## config.mk

```make
export PLATFORM = sky130hd
export DESIGN_NAME = bin_to_bcd_converter
export DESIGN_NICKNAME = d
export VERILOG_FILES = /design/src/rtl/bin_to_bcd_converter.sv
export SDC_FILE = /design/constraint.sdc
export NUM_CORES = 1
export LEC_CHECK = 0
export ABC_CLOCK_PERIOD_IN_PS = 1900
export BUFFER_PORTS_ARGS = -buffer_cell sky130_fd_sc_hd__buf_2
export CORE_MARGIN = 5
export CORE_UTILIZATION = 57
export CTS_CLUSTER_DIAMETER = 150
export CTS_CLUSTER_SIZE = 24
export DETAILED_ROUTE_END_ITERATION = 10
export GPL_TIMING_DRIVEN = 0
export PLACE_DENSITY = 0.89
export SYNTH_ARGS = -nofsm -noshare
export SYNTH_HDL_FRONTEND = slang
export SYNTH_SLANG_ARGS = --single-unit
```

## constraint.sdc

```tcl
create_clock -name clk -period 1.9 [get_ports clk]
set_input_delay 0.38 -clock clk [delete_from_list [all_inputs] [get_ports clk]]
set_output_delay 0.38 -clock clk [all_outputs]
set_load 0.02 [all_outputs]
```

## src/rtl/bin_to_bcd_converter.sv

```systemverilog
// Sequential binary-to-BCD converter (double-dabble, one iteration per clock).
//
// A start in IDLE captures bin. Thirty-two shift-add-3 iterations follow, then
// bcd/overflow update together with a one-cycle done pulse. Latency from the
// accepting edge to done is 33 clocks. Back-to-back starts repeat every 35 clocks.
//
// Ports:
//   clk      rising-edge clock
//   rst      synchronous active-high reset
//   start    conversion request, accepted only when not busy
//   bin      32-bit unsigned input, captured on the accepting edge
//   busy     conversion in progress, including the done cycle
//   done     one-cycle pulse: bcd/overflow just updated
//   bcd      8 packed BCD digits, [3:0] least significant
//   overflow last captured bin exceeded OVF_LIMIT
//
// Build option: BCD_SATURATE_EN. When it is defined, an overflow result is
// 32'h9999_9999. Otherwise the overflow result is 32'hEEEE_EEEE, an error pattern
// on the display.

module bin_to_bcd_converter #(
  parameter logic [31:0] OVF_LIMIT = 32'd99_999_999
) (
  input  logic        clk,
  input  logic        rst,
  input  logic        start,
  input  logic [31:0] bin,
  output logic        busy,
  output logic        done,
  output logic [31:0] bcd,
  output logic        overflow
);

`ifdef BCD_SATURATE_EN
  localparam logic [31:0] OvfBcd = 32'h9999_9999;
`else
  localparam logic [31:0] OvfBcd = 32'hEEEE_EEEE;
`endif

  typedef enum logic [1:0] {StIdle, StShift, StDone} state_e;

  state_e      state_q, state_d;
  logic [4:0]  cnt_q, cnt_d;
  logic [31:0] sreg_q, sreg_d;
  logic [31:0] scratch_q, scratch_d;
  logic        ovf_pend_q, ovf_pend_d;
  logic [31:0] bcd_q, bcd_d;
  logic        ovf_q, ovf_d;
  logic        done_q, done_d;
  logic [31:0] adj;

  // Add 3 to every digit >= 5 before the shift. A carry out of digit 7 is dropped.
  always_comb begin
    adj = scratch_q;
    for (int i = 0; i < 8; i++) begin
      if (scratch_q[i*4 +: 4] >= 4'd5) adj[i*4 +: 4] = scratch_q[i*4 +: 4] + 4'd3;
    end
  end

  always_comb begin
    state_d    = state_q;
    cnt_d      = cnt_q;
    sreg_d     = sreg_q;
    scratch_d  = scratch_q;
    ovf_pend_d = ovf_pend_q;
    bcd_d      = bcd_q;
    ovf_d      = ovf_q;
    done_d     = 1'b0;
    unique case (state_q)
      StIdle: begin
        // done_q is high in the cycle after DONE. That cycle still counts as busy.
        if (start && !done_q) begin
          sreg_d     = bin;
          scratch_d  = '0;
          cnt_d      = '0;
          ovf_pend_d = (bin > OVF_LIMIT);
          state_d    = StShift;
        end
      end
      StShift: begin
        scratch_d = {adj[30:0], sreg_q[31]};
        sreg_d    = {sreg_q[30:0], 1'b0};
        cnt_d     = cnt_q + 5'd1;
        if (cnt_q == 5'd31) state_d = StDone;
      end
      StDone: begin
        bcd_d   = ovf_pend_q ? OvfBcd : scratch_q;
        ovf_d   = ovf_pend_q;
        done_d  = 1'b1;
        state_d = StIdle;
      end
      default: state_d = StIdle;
    endcase
  end

  always_ff @(posedge clk) begin
    if (rst) begin
      state_q    <= StIdle;
      cnt_q      <= '0;
      sreg_q     <= '0;
      scratch_q  <= '0;
      ovf_pend_q <= 1'b0;
      bcd_q      <= '0;
      ovf_q      <= 1'b0;
      done_q     <= 1'b0;
    end else begin
      state_q    <= state_d;
      cnt_q      <= cnt_d;
      sreg_q     <= sreg_d;
      scratch_q  <= scratch_d;
      ovf_pend_q <= ovf_pend_d;
      bcd_q      <= bcd_d;
      ovf_q      <= ovf_d;
      done_q     <= done_d;
    end
  end

  assign busy     = (state_q != StIdle) || done_q;
  assign done     = done_q;
  assign bcd      = bcd_q;
  assign overflow = ovf_q;

endmodule
```

[After elaboration in Yosys (flattened, before gate mapping)]
Cells that the tools add are included.
Operators by class
  muxes and demuxes: 19
  order comparisons: 9
  equality and inequality tests: 5
  reductions and logical operators: 9
  add/sub/neg operators: 9
Operator list (count)
  $pmux W32 S2: 2
  $mux W32: 3
  $ge A4 B3 Y1 const B: 8
  $gt A32 B27 Y1 const B: 1
  $add A4 B2 Y4 const B: 7
  $mux W4: 7
  $pmux W5 S2: 1
  $reduce_and A2 Y1: 3
  $add A5 B1 Y5 const B: 1
  $eq A5 B5 Y1 const B: 1
  $mux W5: 1
  $mux W2: 2
  $ne A2 B2 Y1 const B: 2
  $pmux W2 S2: 1
  $reduce_bool A2 Y1: 2
  $add A3 B2 Y3 const B: 1
  $mux W3: 1
  $eq A2 B1 Y1 const B: 1
  $eq A2 B2 Y1 const B: 1
  $logic_not A2 Y1: 1
  $logic_and A1 B1 Y1: 1
  $logic_not A1 Y1: 1
  $logic_or A1 B1 Y1: 1
  $mux W1: 1
Storage, ports and cells
  input port bits: 35
  output and inout port bits: 35
  flip-flop bits (word level): 106

[Depth between registers and ports, before layout]
Gate-level depths: netlist (run 1).
  depth after elaboration: 4
  mapped depth: 7
  gate-level depth less buffers: 6

[Least setup slack after synthesis (run 1)]
No wires, ideal clock.
  kind: input port to flip-flop
  start: input port bin[30]
  end: register ovf_pend_q
  stages: 3
  data arrival time: 1.250 ns
  setup time: 0.139 ns
  buffers on the path: 0
  path slack: 0.511 ns
  cell sequence: or4_1 a2111oi_0 a211oi_1
On the way
  word-level cells in the longest chain between the ends: 1
Ends and longest elaborated chain
  start, declared: line 27  | input logic [31:0] bin,
  $gt A32 B27 Y1: line 76  | ovf_pend_d = (bin > OVF_LIMIT);
  end signal, assigned: line 111  | ovf_pend_q <= ovf_pend_d;
  end, declared: line 46  | logic ovf_pend_q, ovf_pend_d;
No other way between the ends.
A chain may end at the register's enable or synchronous reset.

[Worst setup path after layout (run 1)]
  start: register state_q[1]
  end: register sreg_q[26]
On the way
  word-level cells in the longest chain between the ends: 3
  elaborated cells on any way between the ends: 6
  those cells by class: eq/ne: 2; mux: 1; reduce/logical: 3
Ends and longest elaborated chain
  start, declared: line 42  | state_e state_q, state_d;
  start signal, assigned: line 98  | state_q <= StIdle;
  start signal, assigned: line 107  | state_q <= state_d;
  $eq A2 B1 Y1 / $logic_not A2 Y1 (equally long branches): line 69  | unique case (state_q)
  $reduce_bool A2 Y1 (no source line) / $ne A2 B2 Y1 (equally long branches)
  $reduce_and A2 Y1 (no source line)
  end signal, assigned: line 109  | sreg_q <= sreg_d;
  end, declared: line 44  | logic [31:0] sreg_q, sreg_d;
Parallel ways exist; a longest one is shown, timed or not.

==> metrics.md, run 1 <==
| Metric | Value |
|---|---|
| Die height | `between 100 and 150 microns` |
| Worst Max-Slew Pin Slew | `0.699 ns` |
| Post-synth EDFFs | `0` |
| Data required, critical path | `2.19 ns` |
| Hold Slack | `0.273 ns` |
| Unrepaired setup endpoints after global routing | `no` |
| CP Launch Type | `register` |
| CTS clk-pin slew, worst paths | `0.11 ns` |
| Netlist cell types | `35` |
| Area leader, netlist | `dfxtp_1` |
| Initial Util | `57.6%` |
| WL/cell | `15.9 microns` |
| Final setup TNS | `0 ns` |
| Skew-Pair Late Insertion Delay | `0.38 ns` |
| Pwr per Cell Area | `764 mW/mm^2` |
| Syn Area/Cell | `roughly 8.6 sq um` |
| GRT Total Usage | `23.5%` |
| #FFs+latches synth | `106` |
| Final Setup Violations | `0` |
| Cell count after synthesis | `around 570` |
| CP Class | `register to register` |
| CTS tree | `built` |
| Max H-tree Level | `3` |
| Initial DRC Count | `289` |
| Grt total ovfl | `0` |
| # rows | `34` |
| Layout cells sized above 1 | `21.3%` |
| Largest net degree at the start of global routing | `19` |
| Final Slew Violations | `0` |
| First-pass GRT wire length | `20.0 mm` |
| Antenna diodes | `0` |
| Vias in the first global route | `about 4.3k` |
| CP endpoint kind | `register` |
| Worst vdd ir | `394 uV` |
| DIE AREA | `between 0.01 and 0.015 sq mm` |
| Die Wd | `roughly 100 microns` |
| Max Cap Viol | `0` |
| Period Utilization, post-route | `87.2%` |
| Status | `completed` |
| DRC viols | `0` |
| Detail Placement HPWL | `8.91 mm` |
| Fin crit period | `roughly 1.7 ns` |
| Final #Nets | `704` |
| Initial antenna violation count | `0` |
| Port buffer count | `68` |
| Seq/Total Area, Yosys | `43.1%` |
| Slew HR | `a little over half` |
| IO Pins | `70` |
| CORE AREA | `~0.0086 sq mm` |
| Ys async rst share | `0%` |
| CTS buffer count | `9` |
| Detail Route Antenna Nets | `0` |
| Via count | `between 4k and 5k` |
| Routability congestion estimate | `0.888` |
| Routed WL | `12.2 mm` |
| CTS Sinks | `106` |
| CTS max path bufs | `2` |
| Synth area leaders | `dfxtp_1 (43%), a311oi_2 (7.6%), nor3_1 (6.2%)` |
| Final hold violation count | `0` |
| Area Growth Syn to Fin | `14.0%` |
| Syn nets | `625` |
| Synth Flop Type | `dfxtp_1` |
| Vias per inst | `5.85` |
| Synthesized cell area | `between 0.004 and 0.005 sq mm` |
| WP data arrival | `1.95 ns` |
| Synth warnings | `0` |
| Fill cells | `slightly below 700` |
| Root buf cell | `clkbuf_8` |
| Max Freq | `604 MHz` |
| Post-synth top area share | `43.1%` |
| CP Max Fanout | `10` |
| P_leak | `2.25 nW` |
| Drt first pass iters | `5` |
| Worst min path class | `primary input to register` |
| Final Skew | `between 0.009 and 0.01 ns` |
| Hold_buf cts | `0` |
## where the power goes
part	internal (mW)	switching [mW]	leakage [nW]	total, mW
clock network	0.657	0.806	0.0995	1.46
logic	0.172	0.311	1.29	0.483
registers	2.29	0.0480	0.861	2.34
total	3.12	1.16	2.25	4.29
## logic make-up after synthesis
group / after synthesis / share of synthesized area (%)
simple gates: 261 / 24.5
flops: 106 / 43.1
compound gates: 104 / 17.5
buf+inv: 59 / 5.85
fa+ha+maj: 18 / 4.57
xor+xnor: 16 / 2.85
mux: 8 / 1.63
## worst max-delay path, stage by stage (launching register included)
cell	delay (ns)
dfxtp_1	0.47
nand2b_1	0.14
buf_4	0.16
buf_4	0.19
buf_2	0.25
nor2_1	0.09
a311oi_2	0.27
## sequential cells by signal, summed over array words and instances (netlist names)
register and flops:
bcd 32, overflow 1, state_q 2, done 1
cnt_q 5, ovf_pend_q 1, sreg_q 32, scratch_q 32
## repair_timing
action,in CTS,in global routing
resized for setup,0,1
buffers inserted,0,0
setup endpoints to repair,0,4
## cells in the final DEF, fill, tap and decap left out, drive strengths merged, types with 2 or more instances in the layout
cell type    n
a21oi       38
a22o        16
a311oi      31
and2         2
buf         97
clkbuf      23
clkinvlp     2
dfxtp      106
ha          18
inv         19
mux2i        8
nand2       78
nand2b      10
nand3       20
nand4        2
nor2        66
nor2b        2
nor3        62
o21ai       16
or3         14
xnor2        8
xor2         8
## cell usage after synthesis, types with 3 or more instances
| master | instances |
|---|---|
| clkbuf_1 | 13 |
| or3_1 | 14 |
| ha_1 | 18 |
| buf_2 | 20 |
| nand2_1 | 78 |
| a21oi_1 | 38 |
| nand2b_1 | 10 |
| a311oi_1 | 6 |
| xor2_1 | 8 |
| xnor2_1 | 8 |
| nor3_1 | 61 |
| mux2i_1 | 8 |
| o21ai_0 | 16 |
| a311oi_2 | 25 |
| dfxtp_1 | 106 |
| nand3_1 | 20 |
| nor2_1 | 65 |
| buf_4 | 3 |
| inv_1 | 17 |
| buf_6 | 4 |
| a22o_1 | 16 |
## metrics by stage
stage / instances / setup slack (ns) / cell area (sq um) / power [mW] / utilization [%]
6_report: 764 / 0.243 / 5610 / 4.29 / 65.6
5_1_grt: 764 / 0.0282 / 5610 / 4.43 / 65.6
4_1_cts: 764 / 0.143 / 5610 / 4.29 / 65.6
3_5_place_dp: 748 / 0.0954 / 5400 / 2.87 / 63.1
3_3_place_gp: 748 / 0.161 / 5400 / 2.84 / 63.1
2_1_floorplan: 572 / 0.511 / 4920 / 2.71 / -
## metal layers
layer  up-vias  track usage [%]  wire (microns)
met5         -                0               0
met4         0             8.17             213
met3        22             3.72            1040
met2       201             38.9            5760
met1      2081             31.2            5170
li1       2162                -               -
## worst paths after layout
check	from	endpoint	slack [ns]	depth (start not counted)
setup / recovery	state_q[1]	sreg_q[26]	0.24	6
setup reg to reg	state_q[1]	sreg_q[26]	0.24	6
hold / removal	bin[0]	sreg_q[0]	0.27	3
hold reg to reg	bcd[12]	bcd[12]	0.46	2
## final cells by class
| class | count | area [sq um] | area share (%) |
|---|---|---|---|
| Clock buffer | 10 | 138 | 2.45 |
| Clock inverter | 6 | 71.3 | 1.27 |
| Multi-Input combinational cell | 407 | 2520 | 44.8 |
| Sequential cell | 106 | 2120 | 37.8 |
| Inverter | 17 | 63.8 | 1.14 |
| Timing Repair Buffer | 68 | 340 | 6.07 |
| Buffer | 42 | 224 | 3.99 |
| Tap cell | 108 | 135 | 2.41 |
No activity file was read; power rests on OpenSTA's default activity.
==> inputs of run 2 (changes only) <==
--- a/config.mk
+++ b/config.mk
@@ -13,7 +13,7 @@
 export CTS_CLUSTER_SIZE = 24
 export DETAILED_ROUTE_END_ITERATION = 10
 export GPL_TIMING_DRIVEN = 0
-export PLACE_DENSITY = 0.89
+export PLACE_DENSITY = 0.78
 export SYNTH_ARGS = -nofsm -noshare
 export SYNTH_HDL_FRONTEND = slang
 export SYNTH_SLANG_ARGS = --single-unit
==> constraint.sdc (replaced) <==
create_clock -name clk -period 1.9 [get_ports clk]
set_input_delay 0.285 -clock clk [delete_from_list [all_inputs] [get_ports clk]]
set_output_delay 0.285 -clock clk [all_outputs]
set_load 0.02 [all_outputs]
==> metrics.md, run 2 (synthesis results as in run 1) <==
| Metric | Value |
|---|---|
| Status | `completed` |
| CORE AREA | `0.00855 sq mm (unchanged)` |
| Routed WL | `11.8 mm (-3.1%)` |
| Data required, critical path | `2.20 ns (about the same)` |
| Worst Reg2Reg Path Length in Cells | `5 (-1)` |
| Max Cap Viol | `0 (unchanged)` |
| Final Setup Violations | `0 (unchanged)` |
| Antenna diodes | `0 (unchanged)` |
| DIE AREA | `0.0106 sq mm (unchanged)` |
| Initial Util | `57.6% (unchanged)` |
| # resized after CTS | `0 (unchanged)` |
| Setup Fix Bufs, Post-CTS | `0 (unchanged)` |
| Final hold violation count | `0 (unchanged)` |
| Routability congestion estimate | `0.825 (-7.0%)` |
| GRT Total Usage | `23.0% (-0.49 points)` |
| Final Slew Violations | `0 (unchanged)` |
| Most common cell after layout, fill and taps aside | `dfxtp_1` |
| Skew-Pair Late Insertion Delay | `0.38 ns (about the same)` |
| Grt total ovfl | `0 (unchanged)` |
| Die height | `103 microns (unchanged)` |
| CP Max Fanout | `9 (-1)` |
| Die Wd | `103 microns (unchanged)` |
| Drt first pass iters | `5 (unchanged)` |
| Critical path origin | `state_q[0]` |
| CTS Sinks | `106 (unchanged)` |
| Worst R2R End | `scratch_q[27]` |
| Area Growth Syn to Fin | `13.9% (about the same)` |
| P_leak | `2.25 nW (+0.24%)` |
| Root buf cell | `clkbuf_8` |
| Layout cells sized above 1 | `21.2% (-0.15 points)` |
| Final setup TNS | `0 ns (unchanged)` |
| CTS tree | `built` |
| Final core occ | `65.6% (about the same)` |
| CTS clk-pin slew, worst paths | `0.11 ns (about the same)` |
| R2r setup slk | `0.11 ns (-0.14 ns)` |
| # rows | `34 (unchanged)` |
| R2r startpoint | `state_q[0]` |
| Max H-tree Level | `3 (unchanged)` |
| CTS buffer count | `9 (unchanged)` |
| Via count | `4379 (-1.9%)` |
| IO Pins | `70 (unchanged)` |
| Commonest cells after routing, fill and taps aside | `dfxtp_1 (106), buf_2 (88), nand2_1 (78)` |
| Worst vdd ir | `458 uV (+16%)` |
| CTS max path bufs | `2 (unchanged)` |
| CP Launch Type | `register` |
| Detail Route Antenna Nets | `0 (unchanged)` |
| Worst min path class | `primary input to register` |
| Unrepaired setup endpoints after global routing | `no` |
| Hold_buf cts | `0 (unchanged)` |
| WP data arrival | `2.10 ns (+0.15 ns)` |
| Period Utilization, post-route | `94.4% (+7.2 points)` |
| Port buffer count | `68 (unchanged)` |
| Initial antenna violation count | `0 (unchanged)` |
| CP Class | `register to register` |
| Fin crit period | `1.79 ns (+0.136 ns)` |
| WL/cell | `15.5 microns (-3.1%)` |
| Vias per inst | `5.73 (-1.9%)` |
| Final #Nets | `704 (unchanged)` |
| Initial DRC Count | `220 (-24%)` |
| Worst Max-Slew Pin Slew | `0.718 ns (+0.0194 ns)` |
| CP endpoint kind | `register` |
| Max Freq | `558 MHz (-7.6%)` |
| Largest net degree at the start of global routing | `20 (+1)` |
| Final Skew | `0.0165 ns (+0.00719 ns)` |
| Detail Placement HPWL | `8.65 mm (-2.9%)` |
| Setup crit end | `scratch_q[27]` |
| DRC viols | `0 (unchanged)` |
| Slew HR | `51.9% (-1.5 points)` |
| Vias in the first global route | `4166 (-3.6%)` |
| First-pass GRT wire length | `19.4 mm (-2.9%)` |
| Pwr per Cell Area | `765 mW/mm^2 (about the same)` |
run 2: how the worst min path moves through the flow:
| stage | startpoint | to | slack [ns] | cells past startpoint |
|---|---|---|---|---|
| after global placement | bcd[20] | bcd[20] | 0.44 | 2 |
| final | bin[0] | sreg_q[0] | 0.17 | 3 |
| after detailed placement | bcd[28] | bcd[28] | 0.45 | 2 |
| after CTS | bin[0] | sreg_q[0] | 0.16 | 3 |
| after floorplan | bin[0] | sreg_q[0] | 0.42 | 2 |
| after global routing | bin[0] | sreg_q[0] | 0.17 | 3 |
run 2: metrics by stage:
step | instances | setup slack [ns] | total power [mW] | hold slack (ns) | instance area (sq um)
finish | 764 | 0.107 | 4.29 | 0.166 | 5610
global route | 764 | 0.0192 | 4.46 | 0.172 | 5610
CTS | 764 | 0.149 | 4.31 | 0.157 | 5610
detailed placement | 748 | 0.189 | 2.86 | 0.446 | 5400
global placement | 748 | 0.243 | 2.85 | 0.439 | 5400
floorplan | 572 | 0.542 | 2.71 | 0.421 | 4920
run 2: layout make-up:
cell class,instances,area [sq um]
fillers,750,2940
multi-input cells,407,2510
flip-flops and latches,106,2120
repair buffers,68,340
plain buffers,42,224
well taps,108,135
clock buffers,9,124
clock inverters,7,85.1
inverters,17,63.8
run 2: layer usage:
layer	global-route usage, %	routed length, microns
met1	30.3	5290
met2	38.0	5510
met3	4.19	828
met4	7.87	175
met5	0	0
run 2: power by group:
| part | switching [mW] | total [mW] | internal, mW |
|---|---|---|---|
| clock network | 0.834 | 1.47 | 0.637 |
| registers | 0.0473 | 2.34 | 2.29 |
| logic | 0.303 | 0.474 | 0.171 |
| total | 1.18 | 4.29 | 3.10 |
run 2: critical path, cell delays in order (launching register included):
cell     delay (ns)
dfxtp_1        0.38
nor2b_1        0.15
buf_2          0.18
nor2_1         0.58
o21ai_0        0.23
a21oi_1        0.21
